**config.mk**
```make
export PLATFORM = sky130hd
export DESIGN_NAME = rr_pop_arbiter
export DESIGN_NICKNAME = d
export VERILOG_FILES = /design/src/rtl/arb_pkg.sv /design/src/rtl/rr_grant.sv /design/src/rtl/rr_pop_arbiter.sv
export SDC_FILE = /design/constraint.sdc
export NUM_CORES = 1
export LEC_CHECK = 0
export ABC_AREA = 1
export CAP_MARGIN = 5
export CORE_MARGIN = 1.5
export CORE_UTILIZATION = 33
export DETAILED_ROUTE_END_ITERATION = 7
export MAX_ROUTING_LAYER = met4
export PLACE_DENSITY = 0.63
export SLEW_MARGIN = 20
export SYNTH_ARGS = -nofsm -noshare
export SYNTH_HDL_FRONTEND = slang
export SYNTH_HIERARCHICAL = 1
export SYNTH_SLANG_ARGS = --single-unit
```
**constraint.sdc**
```tcl
create_clock -name clk -period 2.5 [get_ports clk]
set_input_delay 0.5 -clock clk [delete_from_list [all_inputs] [get_ports clk]]
set_output_delay 0.5 -clock clk [all_outputs]
set_load 0.03 [all_outputs]
```
**src/rtl/arb_pkg.sv**
```systemverilog
// Shared constants and FSM state type for the round-robin pop arbiter.
// No logic; types and default parameters only.
// Destination field is the top DEST_W bits of each word.
package arb_pkg;

  localparam int DEF_DW    = 6;
  localparam int DEF_N_IN  = 4;
  localparam int DEF_N_OUT = 4;
  localparam int DEF_CW    = 5;

  localparam int DEST_W    = 2;
  localparam int DEST_MSB  = DEF_DW - 1;
  localparam int DEST_LSB  = DEF_DW - DEST_W;

  typedef enum logic [1:0] {
    IDLE   = 2'd0,
    ACTIVE = 2'd1,
    STALL  = 2'd2
  } state_t;

endpackage

```
**src/rtl/rr_grant.sv**
```systemverilog
// Rotating-priority encoder: first requester at or after ptr wins.
// Latency: purely combinational.
// Backpressure: none; caller decides whether the grant is used.
module rr_grant #(
  parameter int N = 4,
  localparam int PW = (N > 1) ? $clog2(N) : 1
) (
  input  logic [N-1:0]  req,
  input  logic [PW-1:0] ptr,
  output logic [N-1:0]  gnt,
  output logic [PW-1:0] gnt_idx,
  output logic          any
);

  logic [PW-1:0] idx;

  // Walk the requesters starting at ptr, wrapping, and keep the first hit.
  always_comb begin
    gnt     = '0;
    gnt_idx = '0;
    any     = 1'b0;
    idx     = '0;
    for (int i = 0; i < N; i++) begin
      idx = PW'((int'(ptr) + i) % N);
      if (!any && req[idx]) begin
        any      = 1'b1;
        gnt[idx] = 1'b1;
        gnt_idx  = idx;
      end
    end
  end

endmodule

```
**src/rtl/rr_pop_arbiter.sv**
```systemverilog
// Round-robin pops one non-empty source FIFO per cycle and routes the word by its top 2 bits.
// Latency: pop to push is 2 cycles; 1 word/cycle; up to 2 words in flight. Optional ARB_COUNTERS_EN.
// Backpressure: any almost_full stops new pops at once; in-flight words always land; full dest sets error.
module rr_pop_arbiter
  import arb_pkg::*;
#(
  parameter int DW    = DEF_DW,
  parameter int N_IN  = DEF_N_IN,
  parameter int N_OUT = DEF_N_OUT
`ifdef ARB_COUNTERS_EN
  , parameter int CW  = DEF_CW
`endif
) (
  input  logic               clk,
  input  logic               reset,
  input  logic               enable,
  input  logic [N_IN-1:0]    empty_i,
  input  logic [N_IN*DW-1:0] data_i,
  output logic [N_IN-1:0]    pop_o,
  input  logic [N_OUT-1:0]   almost_full_i,
  input  logic [N_OUT-1:0]   full_i,
  output logic [N_OUT-1:0]   push_o,
  output logic [DW-1:0]      data_o,
  output logic               error_o,
  output logic               idle_o
`ifdef ARB_COUNTERS_EN
  ,
  input  logic [1:0]         cnt_sel,
  output logic [CW-1:0]      cnt_o
`endif
);

  localparam int PW = (N_IN > 1) ? $clog2(N_IN) : 1;

  state_t              state, state_nxt;
  logic   [PW-1:0]     ptr;
  logic   [N_IN-1:0]   gnt;
  logic   [PW-1:0]     gnt_idx;
  logic                gnt_any;
  logic                any_af;
  logic                pop_ok;

  logic                s1_vld;
  logic   [PW-1:0]     s1_src;
  logic                s2_bad;

  logic   [DW-1:0]     src_word [N_IN];
  logic   [DW-1:0]     cap_word;
  logic   [DEST_W-1:0] cap_dest;
  logic   [DEST_W-1:0] cap_route;
  logic                cap_bad;
  logic   [N_OUT-1:0]  push_nxt;

  assign any_af = |almost_full_i;

  rr_grant #(.N(N_IN)) u_grant (
    .req     (~empty_i),
    .ptr     (ptr),
    .gnt     (gnt),
    .gnt_idx (gnt_idx),
    .any     (gnt_any)
  );

  // Pop is combinational but held off during reset so no source loses a word.
  assign pop_ok = !reset && (state == ACTIVE) && enable && !any_af && gnt_any;
  assign pop_o  = pop_ok ? gnt : '0;

  // State register.
  always_ff @(posedge clk) begin
    if (reset) state <= IDLE;
    else       state <= state_nxt;
  end

  // Next-state: almost_full dominates, then enable and source availability.
  always_comb begin
    state_nxt = state;
    case (state)
      IDLE:    if (enable && !(&empty_i) && !any_af) state_nxt = ACTIVE;
      ACTIVE:  if (any_af)                          state_nxt = STALL;
               else if (!enable || (&empty_i))     state_nxt = IDLE;
      STALL:   if (!any_af)                         state_nxt = enable ? ACTIVE : IDLE;
      default: state_nxt = IDLE;
    endcase
  end

  // Pointer moves just past the source actually popped.
  always_ff @(posedge clk) begin
    if (reset)       ptr <= '0;
    else if (pop_ok) ptr <= (gnt_idx == PW'(N_IN - 1)) ? '0 : gnt_idx + 1'b1;
  end

  for (genvar s = 0; s < N_IN; s++) begin : g_src
    assign src_word[s] = data_i[s*DW +: DW];
  end

  // Source data_out is valid the cycle after the pop; decode its destination then.
  always_comb begin
    cap_word  = src_word[s1_src];
    cap_dest  = cap_word[DW-1 -: DEST_W];
    cap_bad   = int'(cap_dest) >= N_OUT;
    cap_route = cap_bad ? '0 : cap_dest;
    push_nxt  = '0;
    push_nxt[cap_route] = 1'b1;
  end

  // Two-stage pipeline: remember the popped source, then present the word.
  always_ff @(posedge clk) begin
    if (reset) begin
      s1_vld <= 1'b0;
      s1_src <= '0;
      push_o <= '0;
      data_o <= '0;
      s2_bad <= 1'b0;
    end else begin
      s1_vld <= pop_ok;
      if (pop_ok) s1_src <= gnt_idx;
      push_o <= s1_vld ? push_nxt : '0;
      if (s1_vld) begin
        data_o <= cap_word;
        s2_bad <= cap_bad;
      end
    end
  end

  // Sticky error: a push landed on a full destination or carried an unused dest field.
  always_ff @(posedge clk) begin
    if (reset) error_o <= 1'b0;
    else if ((|(push_o & full_i)) || ((|push_o) && s2_bad)) error_o <= 1'b1;
  end

  assign idle_o = (state == IDLE) && !s1_vld && !(|push_o);

`ifdef ARB_COUNTERS_EN
  logic [CW-1:0]     cnt [N_OUT];
  logic [DEST_W-1:0] s2_route;

  // Saturating per-destination count of pushes that were actually accepted.
  always_ff @(posedge clk) begin
    if (reset) begin
      s2_route <= '0;
      for (int i = 0; i < N_OUT; i++) cnt[i] <= '0;
    end else begin
      if (s1_vld) s2_route <= cap_route;
      if ((|push_o) && !full_i[s2_route] && (cnt[s2_route] != '1))
        cnt[s2_route] <= cnt[s2_route] + 1'b1;
    end
  end

  assign cnt_o = cnt[cnt_sel];
`endif

endmodule

```
==> key figures, run 1 <==
Yosys
  • Adder-cell share of the synthesized area: 0.0545
  • Yosys warns: 6
  • Top cell type's share of synthesized area: 0.262
  • Gate Count Post-Synth: 217
  • Complex-gate fraction of the synthesized area: 0.141
  • Largest family of logic cells by synthesized area: simple AND/OR/NAND/NOR gates
  • Syn nets: 262
  • Synth area leaders: dfxtp_1 26%, nand2_1 14%, nor2_1 9.0%, nand3_1 6.5%, ha_1 5.4%
  • Synth Cell Area: 1380 sq um
  • Avg Inst Size Synth: 6.35 sq um
  • Multiplexer area fraction after synthesis: 0
  • Register area share after synthesis: 0.262
  • Synth area leader: dfxtp_1
  • XOR/XNOR share of the synthesized area: 0
  • #FFs+latches synth: 18
  • Unique masters post-synth: 27
  • Simple-Gate Fraction of Synth Area: 0.450

Place
  • Detailed placement HPWL: 2940 microns
  • # port buffers: 54
  • Worst slack, placed: -0.0719 ns
  • GPL Wtd Cong: 0.858

Clock tree
  • Clock transition at path regs: 0.07 ns
  • CTS Hold Buffers Added: 0
  • Max clock buf depth: 2
  • Clock latency at the later pin of the worst-skew pair: 0.25 ns
  • Root Driver: clkbuf_8
  • Clock tree from TritonCTS: yes
  • Cts bufs inserted: 3
  • Clock tree sinks: 18
  • H-Tree Depth: 1

Floorplanning
  • Die Width: 67.6 microns
  • # IOs: 55
  • CORE AREA: 4000 sq um
  • Die area: 4570 sq um
  • Die H: 67.6 microns
  • Cell Rows: 23
  • Starting Density: 0.344

Power
  • Internal power: 513 uW
  • P_sw: 157 uW
  • Max IR drop VDD: 0.000257 V
  • Seq pwr share: 0.429
  • PwrDens: 300 nW/um^2
  • Comb power frac: 0.214
  • Sw Ratio: 0.235
  • Clock power frac: 0.357
  • Leak: 0.00100 uW

Drt
  • Vias: 1646
  • Wire per inst: 11.2 microns
  • Post-Route WL: 3860 microns
  • Routed Antenna Nets: 0
  • DRC viols: 0
  • Vias per cell: 4.78
  • DR iter-0 viols: 80
  • TritonRoute pass-1 iters: 4

Global routing
  • Grt ovf: 0
  • First-pass GRT wire length: 6330 microns
  • Initial antenna violation count: 0
  • Vias in the first global route: 1459
  • GRT Util Overall: 0.185
  • Largest net degree at the start of global routing: 15

Run status
  • Run status: finished, final reports clean

Worst setup path
  • R2R Path Start: ptr[0]
  • Crit path kind: flip-flop to primary output
  • RR Endpoint: ptr[1]
  • Worst Setup SP: ptr[0]
  • Reg2Reg Depth: 13
  • Max Fanout on Critical Path: 5
  • Startpoint types: flip-flop
  • Crit path DAT: 1.88 ns
  • Crit path required time: 2.00 ns
  • Setup crit end kind: primary output
  • Critical path destination: pop_o[3]
  • Reg2reg setup slack: 0.58 ns

Final layout
  • Most frequent cells in the layout: 46 x clkdlybuf4s50_1, 45 x nand2_1, 29 x nor2_1, 18 x nand3_1, 18 x buf_4
  • Layout cells sized above 1: 0.252
  • Area delta synth->final: 62.4%
  • Commonest non-fill, non-tap cell in the layout: clkdlybuf4s50_1
  • Diodes inserted: 0
  • Final net count: 340

Timing
  • Fin crit period: 2.38 ns
  • Final Hold Fails: 0
  • Final hold slack: 0.460 ns
  • Fin. max-slew vios: 0
  • Clk_skew: 0.00250 ns
  • Fin crit share: 0.954
  • Worst-Margin Slew: 0.491 ns
  • Final setup margin: 0.116 ns
  • Slew margin rel.: 0.672
  • FMAX: 419 MHz
  • Unrepaired setup endpoints after global routing: false
  • Setup-failing EPs final: 0

Run
  • Maxcap violations: 0

Hold path
  • HP Class: flip-flop to flip-flop
  • HP Start: data_o[5]
==> flip-flops by register name, summed over array words and instances (netlist names) <==
name and cells:
data_o 6, error_o 1, ptr 2, push_o 4, s1_src 2, s1_vld 1, state 2
==> power by group through the flow <==
stage	combinational, uW	sequential, uW	clock, uW
2_1_floorplan	53.0	294	0
3_3_place_gp	137	294	0
3_5_place_dp	137	294	0
4_1_cts	149	287	246
5_1_grt	158	287	258
6_report	144	287	239
==> timing repair <==
action                     in CTS  in global routing
buffers inserted                4                  1
gates cloned                    1                  0
gates resized for setup        21                  9
setup endpoints to repair       4                  4
pin swaps                       8                  7
==> kinds of logic (layout without fill, tap and decap cells) <==
family / Yosys count / count (layout)
AOI/OAI and AO/OA: 34 / 34
adders and majority gates: 6 / 6
and+or+nand+nor: 130 / 130
DFF: 18 / 18
buffers and inverters: 29 / 106
==> synthesized netlist by cell type <==
cell      count
nand2_1      50
nor2_1       33
inv_1        20
dfxtp_1      18
nand3_1      18
o21ai_1      11
a21oi_1      10
nand2_2       9
nand4_1       8
ha_1          6
inv_2         5
a21boi_0      4
o22ai_1       4
nand3_2       3
nor2_2        3
buf_6         2
nand2_4       2
o21ai_0       2
a211oi_1      1
a41oi_1       1
buf_4         1
clkinv_2      1
nand3_4       1
nor2_4        1
nor3_1        1
nor4_1        1
o21bai_1      1
==> critical path: stages, from the launching register on <==
cell and delay [ns]:
dfxtp_2 0.35, inv_4 0.05, ha_4 0.30, inv_4 0.04, nand2_2 0.05, nand2_2 0.06
nor2_4 0.13, buf_6 0.12, buf_12 0.09, nand4_1 0.07, nand3_1 0.09, inv_1 0.05
nor2_2 0.09, buf_6 0.14
==> final cells by class <==
class,count,area [sq um]
fillers,410,1760
multi-input cells,170,923
repair buffers,76,729
flip-flops and latches,18,363
inverters,26,104
well taps,50,62.6
clock buffers,4,55.1
==> metrics by stage <==
stage | setup TNS [ns] | instance area (sq um) | utilization | cells | power, uW
after detailed placement | -0.233 | 2090 | 0.523 | 335 | 431
after global routing | 0 | 2240 | 0.559 | 344 | 704
after global placement | -0.236 | 2090 | 0.523 | 335 | 432
final | 0 | 2240 | 0.559 | 344 | 670
after CTS | 0 | 2240 | 0.561 | 344 | 682
after floorplan | -0.0565 | 1390 | - | 217 | 347
==> worst min path at each step <==
stage / endpoint / slack, ns / depth (start not counted)
detailed placement: data_o[1] / 0.44 / 2
floorplan: state[1] / 0.49 / 1
global placement: data_o[0] / 0.44 / 2
CTS: data_o[5] / 0.46 / 2
global route: data_o[2] / 0.48 / 2
finish: data_o[5] / 0.46 / 2
==> layer usage <==
| metal | up-vias | wire (microns) | GRT usage |
|---|---|---|---|
| li1 | 867 | - | - |
| met5 | - | 0 | - |
| met2 | 40 | 1750 | 0.288 |
| met1 | 735 | 1890 | 0.245 |
| met3 | 4 | 201 | 0.0417 |
| met4 | 0 | 27 | 0.0383 |
Power figures use the tool's default switching activity.
==> run 2, diff against run 1 <==
CORE_ASPECT_RATIO = 1.4   (was unset)
SETUP_SLACK_MARGIN = 0.4   (was unset)
SLEW_MARGIN = 15   (was 20)
==> run 2 against run 1 <==
- critical path type unchanged
- setup slack worse by 0.091 ns
- sequential share of layout area decreased by 1.5 points
- utilization up 7.5 points
- via count rose by 4.9%
- cell count grew 4.4%
- register-to-register slack lost 0.33 ns
- global-route usage up 2.5 points
- largest cell class unchanged
- non-clock buffer count rose by 22
- first-iteration DRC count rose by 40%
==> key figures, run 2 (synthesis gave the netlist of run 1 again) <==
Worst setup path
  • Max Fanout on Critical Path: 4 (-1)
  • Crit path kind: flip-flop to primary output
  • Crit path required time: 2.00 ns (about the same)
  • Crit path DAT: 1.97 ns (+0.09 ns)
  • Setup crit end kind: primary output
  • Startpoint types: flip-flop

Final layout
  • FILL cells: 350 (-15%)
  • Area of the multi-input gates: 972 sq um (+5.3%)
  • Area delta synth->final: 82.0%
  • Final Instance Area: 2510 sq um (+12%)
  • Max reg flops: 6 (unchanged)
  • Final net count: 362 (+6.5%)
  • Fin cells: 359 (+4.4%)
  • Top flop regs: data_o (6), push_o (4)
  • Commonest non-fill, non-tap cell in the layout: clkdlybuf4s50_1
  • Most flop-heavy register: data_o
  • Layout cells sized above 1: 0.323 (+0.0711)
  • Diodes inserted: 0 (unchanged)
  • Sequential Area: 368 sq um (+1.4%)
  • Most frequent cells in the layout: 45 x clkdlybuf4s50_1, 43 x nand2_1, 30 x buf_4, 27 x nor2_1, 18 x nand3_1

Drt
  • Vias: 1727 (+4.9%)
  • Vias per cell: 4.81 (+0.54%)
  • DRC viols: 0 (unchanged)
  • Routed Antenna Nets: 0 (unchanged)
  • Wire per inst: 12.0 microns (+6.8%)
  • TritonRoute pass-1 iters: 4 (unchanged)
  • DR iter-0 viols: 112 (+40%)
  • Post-Route WL: 4310 microns (+11%)

Clock tree
  • Cts bufs inserted: 3 (unchanged)
  • Clock tree from TritonCTS: yes
  • Max clock buf depth: 2 (unchanged)
  • Clock transition at path regs: 0.07 ns (about the same)
  • Root Driver: clkbuf_8
  • H-Tree Depth: 1 (unchanged)
  • Clock latency at the later pin of the worst-skew pair: 0.25 ns (about the same)
  • CTS Hold Buffers Added: 0 (unchanged)
  • Clock tree sinks: 18 (unchanged)

Place
  • GPL Wtd Cong: 0.854 (-0.37%)
  • Worst slack, placed: -0.542 ns (-0.470 ns)
  • Post-DP Area: 2210 sq um (+5.8%)
  • # port buffers: 54 (unchanged)
  • Detailed placement HPWL: 3320 microns (+13%)
  • Inst Count DP: 335 (unchanged)

Timing
  • Slew margin rel.: 0.696 (+0.0237)
  • Unrepaired setup endpoints after global routing: true
  • Worst-Margin Slew: 0.455 ns (-0.0355 ns)
  • Fin crit period: 2.47 ns (+0.0910 ns)
  • Final Hold Fails: 0 (unchanged)
  • Fin crit share: 0.990 (+0.0364)
  • Final hold slack: 0.449 ns (-0.0108 ns)
  • Fin. max-slew vios: 0 (unchanged)
  • Final setup margin: 0.0251 ns (-0.0910 ns)
  • FMAX: 404 MHz (-3.7%)
  • Setup-failing EPs final: 0 (unchanged)
  • Clk_skew: 0.00443 ns (+0.00193 ns)

Floorplanning
  • Die area: 4580 sq um (+0.12%)
  • Cell Rows: 27 (+17%)
  • CORE AREA: 3950 sq um (-1.2%)
  • Starting Density: 0.349 (+0.00414)
  • # IOs: 55 (unchanged)
  • Die Width: 57.6 microns (-15%)
  • Die H: 79.4 microns (+18%)

Global routing
  • Largest net degree at the start of global routing: 15 (unchanged)
  • Vias in the first global route: 1748 (+20%)
  • Grt ovf: 0 (unchanged)
  • First-pass GRT wire length: 7450 microns (+18%)
  • GRT Util Overall: 0.210 (+0.0247)
  • Initial antenna violation count: 0 (unchanged)

Run status
  • Run status: finished, final reports clean

Hold path
  • HP Class: flip-flop to flip-flop

Power
  • Max IR drop VDD: 0.000345 V (+34%)
  • PwrDens: 271 nW/um^2 (-9.5%)
  • Power, Total: 680 uW (+1.5%)
  • Leak: 0.00114 uW (+14%)

Run
  • Maxcap violations: 0 (unchanged)
## run 2: changes by cell type in the layout (fill, tap and decap cells not counted), moves of 3 or more
cell	before	now
nor2_4	1	5
o21ai_2	0	3
o21ai_1	11	8
buf_4	18	30
buf_6	7	15
## run 2: power breakdown
part           total [uW]  internal (uW)  switching, uW  leakage, uW
sequential            285            285          0.540     0.000147
clock                 235            140           94.7    0.0000288
combinational         160           96.3           63.9     0.000969
## run 2: area by class of cell
cell class                      instances  share of cell area
Clock buffer                            4              0.0220
Inverter                               26              0.0439
Multi-Input combinational cell        170               0.388
Sequential cell                        18               0.147
Tap cell                               43              0.0215
Timing Repair Buffer                   98               0.378
## run 2: worst max-delay path, stage by stage (launching register included)
cell,delay [ns]
dfxtp_4,0.38
inv_6,0.04
ha_4,0.30
buf_6,0.10
nand2_1,0.07
nand4_1,0.12
nand2_1,0.09
nor2_2,0.17
nand2_4,0.10
buf_6,0.14
nor2_4,0.07
buf_6,0.13
## run 2: final timing paths
| check | end | startpoint | cells after the start | slack, ns |
|---|---|---|---|---|
| setup / recovery | pop_o[3] | ptr[0] | 11 | 0.03 |
| hold / removal | data_o[3] | data_o[3] | 2 | 0.45 |
| setup reg to reg | ptr[0] | ptr[0] | 17 | 0.25 |
| hold reg to reg | data_o[3] | data_o[3] | 2 | 0.45 |
## run 2: repair_timing
item                                    CTS  global route
setup buffers                            17             3
endpoints found under the setup margin    7             9
resized for setup                        34            16
pin swaps                                21            16
## run 2: per-layer routing
| metal | GRT usage | part of all wire |
|---|---|---|
| met1 | 0.199 | 0.36 |
| met2 | 0.407 | 0.56 |
| met3 | 0.0324 | 0.054 |
| met4 | 0.0860 | 0.019 |
| met5 | - | 0 |
## run 2: metrics by stage
| step | utilization | TNS (ns) |
|---|---|---|
| 4_1_cts | 0.618 | 0 |
| 6_report | 0.634 | 0 |
| 2_1_floorplan | - | 0 |
| 3_3_place_gp | 0.560 | -1.52 |
| 3_5_place_dp | 0.560 | -1.54 |
| 5_1_grt | 0.634 | -0.291 |
